--- src/rtl/writeback_forward_unit_pkg.sv ---
// -----------------------------------------------------------------------------
// writeback_forward_unit_pkg
// Shared types and helpers for the writeback/forwarding slice:
//   DATA, REGISTERWIDTH   datapath and register-index widths
//   fwd_sel_e             operand source select (regfile / EX/MEM / MEM/WB)
//   hazard_state_e        load-use hazard FSM states
//   stage_t               pipeline stage record {valid,rd,regwrite,memread,data}
//   stage_hit/fwd_select  forwarding priority helpers
//   sat_inc               saturating counter step (used when FWD_STATS_EN is defined)
// -----------------------------------------------------------------------------
package writeback_forward_unit_pkg;

  localparam int DATA          = 32;
  localparam int REGISTERWIDTH = 5;

  typedef enum logic [1:0] {
    FWD_RF    = 2'b00,
    FWD_EXMEM = 2'b01,
    FWD_MEMWB = 2'b10
  } fwd_sel_e;

  typedef enum logic {
    RUN   = 1'b0,
    STALL = 1'b1
  } hazard_state_e;

  typedef struct packed {
    logic                     valid;
    logic [REGISTERWIDTH-1:0] rd;
    logic                     regwrite;
    logic                     memread;
    logic [DATA-1:0]          data;
  } stage_t;

  localparam stage_t STAGE_EMPTY = '{
    valid:    1'b0,
    rd:       {REGISTERWIDTH{1'b0}},
    regwrite: 1'b0,
    memread:  1'b0,
    data:     {DATA{1'b0}}
  };

  // A stage can supply operand src when it holds a real register write to src.
  // allow_load=0 excludes loads: their data is not known until MEM/WB.
  function automatic logic stage_hit(input stage_t s,
                                     input logic [REGISTERWIDTH-1:0] src,
                                     input logic allow_load);
    return s.valid & s.regwrite & (allow_load | ~s.memread) & (s.rd == src);
  endfunction

  // Youngest producer wins: EX/MEM is checked before MEM/WB. x0 always reads regfile.
  function automatic fwd_sel_e fwd_select(input logic [REGISTERWIDTH-1:0] src,
                                          input stage_t exmem,
                                          input stage_t memwb);
    fwd_sel_e sel;
    if (src == {REGISTERWIDTH{1'b0}}) begin
      sel = FWD_RF;
    end else if (stage_hit(exmem, src, 1'b0)) begin
      sel = FWD_EXMEM;
    end else if (stage_hit(memwb, src, 1'b1)) begin
      sel = FWD_MEMWB;
    end else begin
      sel = FWD_RF;
    end
    return sel;
  endfunction

  // Increment that sticks at all-ones instead of wrapping.
  function automatic logic [31:0] sat_inc(input logic [31:0] v, input logic en);
    logic [31:0] r;
    if (en && (v != 32'hFFFF_FFFF)) begin
      r = v + 32'd1;
    end else begin
      r = v;
    end
    return r;
  endfunction

endpackage

--- src/rtl/writeback_forward_unit_if.sv ---
// -----------------------------------------------------------------------------
// writeback_forward_unit_if
// Bundles the EX/ID/MEM inputs and the forwarding, hazard and register-file
// write outputs of writeback_forward_unit.
//   master : pipeline side, drives ex_*, id_*, mem_loaddata; sees the results
//   slave  : writeback_forward_unit side
// With FWD_STATS_EN defined, stall_count and fwd_count are added.
// -----------------------------------------------------------------------------
interface writeback_forward_unit_if #(
  parameter int DATA          = writeback_forward_unit_pkg::DATA,
  parameter int REGISTERWIDTH = writeback_forward_unit_pkg::REGISTERWIDTH
);
  import writeback_forward_unit_pkg::*;

  logic                     ex_valid;
  logic [REGISTERWIDTH-1:0] ex_rd;
  logic                     ex_regwrite;
  logic                     ex_memread;
  logic [DATA-1:0]          ex_result;
  logic [REGISTERWIDTH-1:0] ex_rs1;
  logic [REGISTERWIDTH-1:0] ex_rs2;
  logic [DATA-1:0]          ex_rf_data1;
  logic [DATA-1:0]          ex_rf_data2;
  logic [REGISTERWIDTH-1:0] id_rs1;
  logic [REGISTERWIDTH-1:0] id_rs2;
  logic [DATA-1:0]          mem_loaddata;

  logic [DATA-1:0]          ex_opA;
  logic [DATA-1:0]          ex_opB;
  logic [1:0]               fwd_selA;
  logic [1:0]               fwd_selB;
  logic                     stall_id;
  logic                     ex_bubble;
  logic                     wb_writeEnable;
  logic [REGISTERWIDTH-1:0] wb_rd;
  logic [DATA-1:0]          wb_writeData;
`ifdef FWD_STATS_EN
  logic [31:0]              stall_count;
  logic [31:0]              fwd_count;
`endif

  modport master (
    output ex_valid, ex_rd, ex_regwrite, ex_memread, ex_result,
    output ex_rs1, ex_rs2, ex_rf_data1, ex_rf_data2,
    output id_rs1, id_rs2, mem_loaddata,
    input  ex_opA, ex_opB, fwd_selA, fwd_selB, stall_id, ex_bubble,
    input  wb_writeEnable, wb_rd, wb_writeData
`ifdef FWD_STATS_EN
    , input stall_count, fwd_count
`endif
  );

  modport slave (
    input  ex_valid, ex_rd, ex_regwrite, ex_memread, ex_result,
    input  ex_rs1, ex_rs2, ex_rf_data1, ex_rf_data2,
    input  id_rs1, id_rs2, mem_loaddata,
    output ex_opA, ex_opB, fwd_selA, fwd_selB, stall_id, ex_bubble,
    output wb_writeEnable, wb_rd, wb_writeData
`ifdef FWD_STATS_EN
    , output stall_count, fwd_count
`endif
  );

endinterface

--- src/rtl/writeback_forward_unit_fwd_stage_reg.sv ---
// -----------------------------------------------------------------------------
// fwd_stage_reg
// One pipeline stage record register, loaded on every clock edge.
//   clk, reset : clock and asynchronous active-high reset (clears to empty)
//   d          : next stage record
//   q          : current stage record
// -----------------------------------------------------------------------------
module fwd_stage_reg
  import writeback_forward_unit_pkg::*;
(
  input  logic   clk,
  input  logic   reset,
  input  stage_t d,
  output stage_t q
);

  // Stage record: empty on reset, otherwise follows d every edge.
  always_ff @(posedge clk or posedge reset) begin
    if (reset) begin
      q <= STAGE_EMPTY;
    end else begin
      q <= d;
    end
  end

endmodule

--- src/rtl/writeback_forward_unit.sv ---
// -----------------------------------------------------------------------------
// writeback_forward_unit
// Tracks EX/MEM and MEM/WB destinations, drives the register-file write port,
// forwards EX operands from EX/MEM or MEM/WB, and stalls one cycle on load-use.
//   clk    : clock, all state on posedge
//   reset  : asynchronous active-high reset
//   bus    : writeback_forward_unit_if.slave
//            in : ex_valid/rd/regwrite/memread/result, ex_rs1/2, ex_rf_data1/2,
//                 id_rs1/2, mem_loaddata
//            out: ex_opA/B, fwd_selA/B (combinational), stall_id, ex_bubble,
//                 wb_writeEnable, wb_rd, wb_writeData
// Optional: FWD_STATS_EN adds saturating stall_count / fwd_count.
// -----------------------------------------------------------------------------
module writeback_forward_unit #(
  parameter int DATA          = writeback_forward_unit_pkg::DATA,
  parameter int REGISTERWIDTH = writeback_forward_unit_pkg::REGISTERWIDTH
) (
  input logic                     clk,
  input logic                     reset,
  writeback_forward_unit_if.slave bus
);
  import writeback_forward_unit_pkg::*;

  localparam logic [REGISTERWIDTH-1:0] REG_ZERO = {REGISTERWIDTH{1'b0}};

  stage_t        exmem_d_s;
  stage_t        exmem_q_r;
  stage_t        memwb_d_s;
  stage_t        memwb_q_r;
  fwd_sel_e      sel_a_s;
  fwd_sel_e      sel_b_s;
  logic [DATA-1:0] op_a_s;
  logic [DATA-1:0] op_b_s;
  hazard_state_e state_r;
  hazard_state_e state_next_s;
  logic          load_use_s;
  logic          stall_s;

  // Capture the EX instruction as an EX/MEM record.
  always_comb begin
    exmem_d_s          = STAGE_EMPTY;
    exmem_d_s.valid    = bus.ex_valid;
    exmem_d_s.rd       = bus.ex_rd;
    exmem_d_s.regwrite = bus.ex_regwrite;
    exmem_d_s.memread  = bus.ex_memread;
    exmem_d_s.data     = bus.ex_result;
  end

  // Loads pick up their memory data on the way into MEM/WB.
  always_comb begin
    memwb_d_s = exmem_q_r;
    if (exmem_q_r.memread) begin
      memwb_d_s.data = bus.mem_loaddata;
    end else begin
      memwb_d_s.data = exmem_q_r.data;
    end
  end

  fwd_stage_reg u_exmem (
    .clk   (clk),
    .reset (reset),
    .d     (exmem_d_s),
    .q     (exmem_q_r)
  );

  fwd_stage_reg u_memwb (
    .clk   (clk),
    .reset (reset),
    .d     (memwb_d_s),
    .q     (memwb_q_r)
  );

  // Forwarding source per operand.
  always_comb begin
    sel_a_s = fwd_select(bus.ex_rs1, exmem_q_r, memwb_q_r);
    sel_b_s = fwd_select(bus.ex_rs2, exmem_q_r, memwb_q_r);
  end

  // Operand A mux.
  always_comb begin
    op_a_s = bus.ex_rf_data1;
    case (sel_a_s)
      FWD_RF:    op_a_s = bus.ex_rf_data1;
      FWD_EXMEM: op_a_s = exmem_q_r.data;
      FWD_MEMWB: op_a_s = memwb_q_r.data;
      default:   op_a_s = bus.ex_rf_data1;
    endcase
  end

  // Operand B mux.
  always_comb begin
    op_b_s = bus.ex_rf_data2;
    case (sel_b_s)
      FWD_RF:    op_b_s = bus.ex_rf_data2;
      FWD_EXMEM: op_b_s = exmem_q_r.data;
      FWD_MEMWB: op_b_s = memwb_q_r.data;
      default:   op_b_s = bus.ex_rf_data2;
    endcase
  end

  // Load in EX whose destination is read by the instruction in ID.
  always_comb begin
    if (bus.ex_valid && bus.ex_memread && (bus.ex_rd != REG_ZERO) &&
        ((bus.ex_rd == bus.id_rs1) || (bus.ex_rd == bus.id_rs2))) begin
      load_use_s = 1'b1;
    end else begin
      load_use_s = 1'b0;
    end
  end

  // Hazard FSM state register.
  always_ff @(posedge clk or posedge reset) begin
    if (reset) begin
      state_r <= RUN;
    end else begin
      state_r <= state_next_s;
    end
  end

  // Hazard FSM next state: one STALL cycle per detected load-use.
  always_comb begin
    state_next_s = RUN;
    case (state_r)
      RUN: begin
        if (load_use_s) begin
          state_next_s = STALL;
        end else begin
          state_next_s = RUN;
        end
      end
      STALL:   state_next_s = RUN;
      default: state_next_s = RUN;
    endcase
  end

  // Hazard FSM outputs. Gating with reset drops the stall at once when reset
  // arrives, even if the inputs still describe a load-use pair.
  always_comb begin
    stall_s = 1'b0;
    case (state_r)
      RUN: begin
        if (load_use_s && !reset) begin
          stall_s = 1'b1;
        end else begin
          stall_s = 1'b0;
        end
      end
      STALL:   stall_s = 1'b0;
      default: stall_s = 1'b0;
    endcase
  end

  assign bus.ex_opA         = op_a_s;
  assign bus.ex_opB         = op_b_s;
  assign bus.fwd_selA       = sel_a_s;
  assign bus.fwd_selB       = sel_b_s;
  assign bus.stall_id       = stall_s;
  assign bus.ex_bubble      = stall_s;
  // x0 is hardwired zero, so a write to it is dropped here.
  assign bus.wb_writeEnable = memwb_q_r.valid & memwb_q_r.regwrite &
                              (memwb_q_r.rd != REG_ZERO);
  assign bus.wb_rd          = memwb_q_r.rd;
  assign bus.wb_writeData   = memwb_q_r.data;

`ifdef FWD_STATS_EN
  logic [31:0] stall_count_r;
  logic [31:0] fwd_count_r;
  logic        fwd_any_s;

  assign fwd_any_s = bus.ex_valid & ((sel_a_s != FWD_RF) | (sel_b_s != FWD_RF));

  // Saturating stall-cycle and forwarding-cycle counters.
  always_ff @(posedge clk or posedge reset) begin
    if (reset) begin
      stall_count_r <= 32'd0;
      fwd_count_r   <= 32'd0;
    end else begin
      stall_count_r <= sat_inc(stall_count_r, stall_s);
      fwd_count_r   <= sat_inc(fwd_count_r, fwd_any_s);
    end
  end

  assign bus.stall_count = stall_count_r;
  assign bus.fwd_count   = fwd_count_r;
`endif

endmodule
--- src/flat_wrapper.sv ---
// flat-port wrapper written by rule: the top's interface ports become plain ports
module writeback_forward_unit_flat import writeback_forward_unit_pkg::*;
#(
  parameter int DATA          = writeback_forward_unit_pkg::DATA,
  parameter int REGISTERWIDTH = writeback_forward_unit_pkg::REGISTERWIDTH
)
  (clk, reset, bus_ex_valid, bus_ex_rd, bus_ex_regwrite, bus_ex_memread, bus_ex_result, bus_ex_rs1, bus_ex_rs2, bus_ex_rf_data1, bus_ex_rf_data2, bus_id_rs1, bus_id_rs2, bus_mem_loaddata, bus_ex_opA, bus_ex_opB, bus_fwd_selA, bus_fwd_selB, bus_stall_id, bus_ex_bubble, bus_wb_writeEnable, bus_wb_rd, bus_wb_writeData);
  writeback_forward_unit_if #(.DATA(DATA), .REGISTERWIDTH(REGISTERWIDTH)) bus_i ();
  input logic clk;
  input logic reset;
  input wire logic [$bits(bus_i.ex_valid)-1:0] bus_ex_valid;
  input wire logic [$bits(bus_i.ex_rd)-1:0] bus_ex_rd;
  input wire logic [$bits(bus_i.ex_regwrite)-1:0] bus_ex_regwrite;
  input wire logic [$bits(bus_i.ex_memread)-1:0] bus_ex_memread;
  input wire logic [$bits(bus_i.ex_result)-1:0] bus_ex_result;
  input wire logic [$bits(bus_i.ex_rs1)-1:0] bus_ex_rs1;
  input wire logic [$bits(bus_i.ex_rs2)-1:0] bus_ex_rs2;
  input wire logic [$bits(bus_i.ex_rf_data1)-1:0] bus_ex_rf_data1;
  input wire logic [$bits(bus_i.ex_rf_data2)-1:0] bus_ex_rf_data2;
  input wire logic [$bits(bus_i.id_rs1)-1:0] bus_id_rs1;
  input wire logic [$bits(bus_i.id_rs2)-1:0] bus_id_rs2;
  input wire logic [$bits(bus_i.mem_loaddata)-1:0] bus_mem_loaddata;
  output wire logic [$bits(bus_i.ex_opA)-1:0] bus_ex_opA;
  output wire logic [$bits(bus_i.ex_opB)-1:0] bus_ex_opB;
  output wire logic [$bits(bus_i.fwd_selA)-1:0] bus_fwd_selA;
  output wire logic [$bits(bus_i.fwd_selB)-1:0] bus_fwd_selB;
  output wire logic [$bits(bus_i.stall_id)-1:0] bus_stall_id;
  output wire logic [$bits(bus_i.ex_bubble)-1:0] bus_ex_bubble;
  output wire logic [$bits(bus_i.wb_writeEnable)-1:0] bus_wb_writeEnable;
  output wire logic [$bits(bus_i.wb_rd)-1:0] bus_wb_rd;
  output wire logic [$bits(bus_i.wb_writeData)-1:0] bus_wb_writeData;
  assign bus_i.ex_valid = bus_ex_valid;
  assign bus_i.ex_rd = bus_ex_rd;
  assign bus_i.ex_regwrite = bus_ex_regwrite;
  assign bus_i.ex_memread = bus_ex_memread;
  assign bus_i.ex_result = bus_ex_result;
  assign bus_i.ex_rs1 = bus_ex_rs1;
  assign bus_i.ex_rs2 = bus_ex_rs2;
  assign bus_i.ex_rf_data1 = bus_ex_rf_data1;
  assign bus_i.ex_rf_data2 = bus_ex_rf_data2;
  assign bus_i.id_rs1 = bus_id_rs1;
  assign bus_i.id_rs2 = bus_id_rs2;
  assign bus_i.mem_loaddata = bus_mem_loaddata;
  assign bus_ex_opA = bus_i.ex_opA;
  assign bus_ex_opB = bus_i.ex_opB;
  assign bus_fwd_selA = bus_i.fwd_selA;
  assign bus_fwd_selB = bus_i.fwd_selB;
  assign bus_stall_id = bus_i.stall_id;
  assign bus_ex_bubble = bus_i.ex_bubble;
  assign bus_wb_writeEnable = bus_i.wb_writeEnable;
  assign bus_wb_rd = bus_i.wb_rd;
  assign bus_wb_writeData = bus_i.wb_writeData;
  writeback_forward_unit #(.DATA(DATA), .REGISTERWIDTH(REGISTERWIDTH)) u_core (.clk(clk), .reset(reset), .bus(bus_i));
endmodule
--- config.mk ---
export PLATFORM = sky130hd
export DESIGN_NAME = writeback_forward_unit_flat
export DESIGN_NICKNAME = d
export VERILOG_FILES = /design/src/rtl/writeback_forward_unit_pkg.sv /design/src/rtl/writeback_forward_unit_if.sv /design/src/rtl/writeback_forward_unit_fwd_stage_reg.sv /design/src/rtl/writeback_forward_unit.sv /design/src/flat_wrapper.sv
export SDC_FILE = /design/constraint.sdc
export NUM_CORES = 1
export LEC_CHECK = 0
export ABC_AREA = 1
export CAP_MARGIN = 25
export CORE_MARGIN = 5
export CORE_UTILIZATION = 39
export CTS_CLUSTER_SIZE = 14
export DETAILED_ROUTE_END_ITERATION = 7
export PLACE_DENSITY = 0.85
export SLEW_MARGIN = 40
export SYNTH_ARGS = -nofsm -noshare
export SYNTH_HDL_FRONTEND = slang
export SYNTH_SLANG_ARGS = --single-unit
--- constraint.sdc ---
create_clock -name clk -period 3.2 [get_ports clk]
set_input_delay 0.32 -clock clk [delete_from_list [all_inputs] [get_ports clk]]
set_output_delay 0.32 -clock clk [all_outputs]
set_load 0.005 [all_outputs]
# [After elaboration in Yosys (flattened, before gate mapping)]
# Index checks and enable logic that the tools add are counted.
[classes] multipliers=0 addsub=0 shift=0 bitwise_logic=10 reduce_logical=10 n_eq_ne=10 div_mod_pow=0 n_mux=14 magnitude_cmp=0
[ops] operator="32-bit one-hot mux with 2 select lines" count=2
[ops] operator="32-bit two-way mux" count=1
[ops] operator="5-bit == test" count=6
[ops] operator="2-bit two-way mux" count=6
[ops] operator="5-bit logical NOT" count=2
[ops] operator="5-bit nonzero test" count=2
[ops] operator="1-bit AND" count=8
[ops] operator="2-bit by 1-bit == test with 1-bit output, second input constant" count=2
[ops] operator="2-bit == test, second input constant" count=2
[ops] operator="1-bit logical AND" count=4
[ops] operator="1-bit one-hot mux with 2 select lines" count=2
[ops] operator="1-bit two-way mux" count=3
[ops] operator="1-bit inverter" count=2
[ops] operator="1-bit logical NOT" count=1
[ops] operator="1-bit logical OR" count=1
[word_totals] rom_bits=0 inputBits=158 ff_bits=80 ramBits=0 latch_bits=0 output_inout_bits=108 mem_count=0 word_cells=54

# [Logic depth before layout (Yosys ltp)]
[depth] word_depth=7 mapped_depth=13 depth_no_buf=11

# [Hierarchy]
# Synthesis repeated with hierarchy kept, for this count alone.
[hier_totals] hier_cells=548 hier_area_um2=4374.2
[by_module_without_submodules] module="writeback_forward_unit" n_inst=1 cells_each=466 area_per_inst_um2=2364.8 seq_area_each_um2=25.0
[by_module_without_submodules] module="fwd_stage_reg" n_inst=2 cells_each=41 area_per_inst_um2=1004.7 seq_area_each_um2=1001.0

# [Worst setup path after synthesis]
# Ideal clock, no wire load.
[synth_path] path_type="register -> output" startpoint="register u_core.u_exmem.q[32] (netlist bit)" endpoint="output port bus_ex_opB[0]" stages_incl_launch_ff=12 path_buffers=3 slack_ns=1.008 required_ns=2.880 arrival_ns=1.872 path_cell_list="dfrtp_1 -> buf_6 -> nand3b_4 -> nor3_2 -> nand2_1 -> nor2_2 -> nor2_1 -> ha_1 -> buf_2 -> clkbuf_1 -> a21oi_1 -> a21oi_1"
[synth_between] elab_chain_cells=7 elab_cells_between_ends=8 cone_classes="eq/ne (2); mux (3); bitwise (3)"
[synth_lines] item="from (decl)" line_no="writeback_forward_unit_fwd_stage_reg.sv:14" source="output stage_t q"
[synth_lines] item="from (signal assigned)" line_no="writeback_forward_unit_fwd_stage_reg.sv:20" source="q <= STAGE_EMPTY;"
[synth_lines] item="from (signal assigned)" line_no="writeback_forward_unit_fwd_stage_reg.sv:22" source="q <= d;"
[synth_lines] item="1-bit inverter (*)" line_no="writeback_forward_unit_pkg.sv:48" source="return s.valid & s.regwrite & (allow_load | ~s.memread) & (s.rd == src);"
[synth_lines] item="1-bit AND (*) (2 in series)" line_no="writeback_forward_unit_pkg.sv:48"
[synth_lines] item="2-bit two-way mux (*)" line_no="writeback_forward_unit_pkg.sv:58" source="end else if (stage_hit(exmem, src, 1'b0)) begin"
[synth_lines] item="2-bit two-way mux (*)" line_no="writeback_forward_unit_pkg.sv:56" source="if (src == {REGISTERWIDTH{1'b0}}) begin"
[synth_lines] item="via bus_fwd_selB[1]" line_no="flat_wrapper.sv:26" source="output wire logic [$bits(bus_i.fwd_selB)-1:0] bus_fwd_selB;"
[synth_lines] item="2-bit == test or 2-bit by 1-bit == test with 1-bit output (tied branches)" line_no="writeback_forward_unit.sv:93" source="case (sel_b_s)"
[synth_lines] item="32-bit one-hot mux with 2 select lines (*)" line_no="writeback_forward_unit.sv:93"
[synth_lines] item="to (decl)" line_no="flat_wrapper.sv:24" source="output wire logic [$bits(bus_i.ex_opB)-1:0] bus_ex_opB;"
# The timed path passes the listed nets; every way through them passes the cells marked *.

# [Worst setup path after layout]
[layout_path] startpoint="input port bus_ex_rs2[4]" endpoint="output port bus_ex_opB[29]"
[layout_between] elab_chain_cells=7 elab_cells_between_ends=11 cone_classes="eq/ne (4); mux (4); bitwise (2); reduce/logical (1)"
[layout_lines] item="from (decl)" line_no="flat_wrapper.sv:17" source="input wire logic [$bits(bus_i.ex_rs2)-1:0] bus_ex_rs2;"
[layout_lines] item="5-bit == test" line_no="writeback_forward_unit_pkg.sv:48"
[layout_lines] item="1-bit AND" line_no="writeback_forward_unit_pkg.sv:48"
[layout_lines] item="2-bit two-way mux" line_no="writeback_forward_unit_pkg.sv:60" source="end else if (stage_hit(memwb, src, 1'b1)) begin"
[layout_lines] item="2-bit two-way mux" line_no="writeback_forward_unit_pkg.sv:58"
[layout_lines] item="2-bit two-way mux (*)" line_no="writeback_forward_unit_pkg.sv:56"
[layout_lines] item="2-bit == test or 2-bit by 1-bit == test with 1-bit output (tied branches)" line_no="writeback_forward_unit.sv:93"
[layout_lines] item="32-bit one-hot mux with 2 select lines (*)" line_no="writeback_forward_unit.sv:93"
# Every way passes the cells marked *; elsewhere a longest branch is shown, timed or not.

==> flow_metrics.py <==
metrics = {
    "status": {
        "run_status": "complete, no violations",
    },
    "floorplan": {
        "initial_core_util": 0.400,
        "pin_count": 266,
        "dieHeight_um": 119,
        "fp.dieArea_um2": 14100,
        "die_w_um": 119,
        "core-area_um2": 11500,
        "rows": 39,
    },
    "finish": {
        "area_growth_pct": 70.2,
        "final_util": 0.681,
        "fin_nets": 980,
        "layout-drive-gt1-share": 0.112,
    },
    "global_route": {
        "grt_pass1_vias": 5002,
        "grt_overflow_total": 0,
        "grt_use_total": 0.240,
        "antenna_found_initial": 1,
        "grt_max_degree": 42,
        "grt_pass1_wl_um": 26700,
    },
    "flow_run": {
        "maxCapViolCount": 0,
    },
    "cts": {
        "cts_root_buffer": "clkbuf_16",
        "cts_tree": "done",
        "cts_made_buffers": 9,
        "clk_pin_slew_ns": 0.06,
        "clock_latency_ns": 0.33,
        "htreeDepth": 3,
        "cts_sinks": 80,
        "ctsLongestPathBuffers": 2,
    },
    "timing": {
        "tns_ns": 0,
        "worstMarginPinSlew_ns": 0.689,
        "clock_skew_ns": 0.00718,
        "rsz0062_at_grt": "true",
        "fin_ws_ns": 0.0864,
        "drv_slew": 0,
        "period_share": 0.973,
        "setup_viol": 0,
        "slew_headroom": 0.540,
        "fmax_ghz": 0.321,
        "final.min_clock_period_ns": 3.11,
        "hold_viol_final": 0,
    },
    "pwr": {
        "peakVddDrop_mv": 0.248,
        "power.density_nw_per_um2": 364,
        "p_leak_nw": 3.61,
    },
    "yosys": {
        "synth_top_area_frac": 0.434,
        "synthSimpleGateAreaFrac": 0.189,
        "synthMuxAreaShare": 0.0782,
        "ys_warn_count": 0,
        "synth_top_area_cell": "dfrtp_1",
        "synthAdderAreaFrac": 0.0109,
        "synth_top_family_by_area": "simple AND/OR/NAND/NOR gates",
        "seq_area_frac_synth": 0.434,
        "ys_types": 26,
        "synth_cells": 583,
        "syn_area_um2": 4610,
        "synth_compound_area_frac": 0.150,
        "syn-mean-instance-area_um2": 7.90,
        "synth_seq_cells": 80,
        "syn-num-nets": 745,
        "synth_xor_area_frac": 0.0152,
        "synthTopCellsByArea": "dfrtp_1 (43%), a21oi_1 (14%), nand2_1 (8.7%)",
    },
    "placed_design": {
        "place_ws_ns": -0.0288,
        "hpwlAfterDp_um": 13100,
        "place_congestion": 0.938,
        "numPortBuffers": 265,
    },
    "drt": {
        "via_per_inst": 5.25,
        "vias": 5072,
        "drc": 0,
        "ant_nets": 0,
        "wirelength_um": 17900,
        "drt_iter0_markers": 401,
        "wire_per_inst_um": 18.6,
        "firstDrtPassIters": 5,
    },
    "critical_path": {
        "arrival_ns": 2.79,
        "start_kind": "input pin",
        "end_kind": "output pin",
        "crit_type": "in -> out",
        "crit_fanout": 13,
        "worstPathRequired_ns": 2.88,
    },
    "min_path": {
        "hold_class": "in -> async",
    },
}
[cells in the mapped netlist]
cell type / count
nor2_1: 88
buf_4: 38
a21oi_1: 131
xor2_1: 3
o22ai_1: 2
inv_2: 1
o21ai_0: 3
clkbuf_1: 17
nor3_1: 1
ha_1: 4
nor3_2: 1
a31o_2: 1
nand2_1: 107
nand3b_1: 1
nor2_2: 1
dfrtp_1: 80
inv_1: 37
nand3b_4: 1
buf_2: 12
buf_6: 1
nand3_1: 8
nand2_2: 1
nand2b_1: 1
mux2_2: 32
xnor2_1: 5
nand4_1: 6
[state kept, by name, summed over array words and instances, names as in the netlist]
register	count
u_core.u_exmem.q	40
u_core.u_memwb.q	39
u_core.state_r	1
[power breakdown]
part	total [mW]	switching (mW)	leakage, nW	internal [mW]
Sequential	1.13	0.0601	0.933	1.07
Clock	1.10	0.382	0.159	0.720
Combinational	0.617	0.212	2.51	0.405
Total	2.85	0.654	3.61	2.20
[kinds of logic after synthesis]
group / Yosys count
DFF: 80
muxes: 32
adders and majority gates: 4
xor gates and xnor gates: 8
and+or+nand+nor: 216
AOI/OAI and AO/OA: 137
buffers and inverters: 106
[placed cells by master (no fill, tap or decap), drive strengths merged, types with 6 or more instances in the layout]
| cell | count |
|---|---|
| dlymetal6s2s | 31 |
| a21oi | 131 |
| nand3 | 8 |
| nand4 | 6 |
| nand2 | 108 |
| inv | 37 |
| clkbuf | 13 |
| buf | 26 |
| dfrtp | 80 |
| mux2 | 32 |
| clkdlybuf4s50 | 234 |
| nor2 | 89 |
[metal layers]
layer | global-route usage | up-vias | share of wire
li1 | - | 2340 | -
met1 | 0.275 | 2392 | 0.38
met2 | 0.426 | 305 | 0.51
met3 | 0.0645 | 35 | 0.086
met4 | 0.0941 | 0 | 0.025
met5 | 0 | - | 0
[layout make-up]
type	count	area (µm²)
fillers	933	3670
repair buffers	292	3100
multi-input cells	397	2100
flip-flops and latches	80	2000
clock buffers	12	256
well taps	143	179
inverters	38	146
clock inverters	3	65.1
diodes	1	2.50
[worst paths after layout]
kind / startpoint / end / slack (ns) / cells after the start
max in group asynchronous: reset / u_core.u_memwb.q[13] / 2.11 / 3
max reg2reg: u_core.u_exmem.q[32] / u_core.u_memwb.q[24] / 1.89 / 2
min in group clk: bus_ex_result[11] / u_core.u_exmem.q[11] / 0.43 / 1
min reg2reg: u_core.u_exmem.q[39] / u_core.u_memwb.q[39] / 0.44 / 0
min: reset / u_core.u_exmem.q[33] / 0.43 / 2
max: bus_ex_rs2[4] / bus_ex_opB[29] / 0.09 / 14
[stage by stage]
stage | hold WS [ns] | total power, mW | area, µm² | cells
final | 0.427 | 2.85 | 7840 | 966
after global routing | 0.415 | 2.99 | 7840 | 966
after CTS | 0.416 | 2.88 | 7630 | 957
after detailed placement | 0.425 | 1.77 | 7290 | 941
after global placement | 0.416 | 1.76 | 7290 | 941
after floorplan | 0.351 | 1.36 | 4610 | 583
[critical path, stage by stage]
cell and delay [ns]:
clkdlybuf4s50_1 0.50, inv_1 0.07, nand2_1 0.05, o21ai_0 0.07, nor2_1 0.15, inv_1 0.07, nor2_2 0.16, nand2_2 0.11
ha_4 0.29, buf_6 0.12, buf_12 0.14, a21oi_1 0.05, a21oi_1 0.15, clkdlybuf4s50_1 0.52
[repair_timing]
item,4_1_cts,5_1_grt
endpoints found under the setup margin,5,60
gates cloned,0,1
pin swaps,1,7
endpoints found under the hold margin,0,0
resized for setup,2,44
hold buffers,0,0
setup buffers,1,7
No activity file was read; power rests on OpenSTA's default activity.
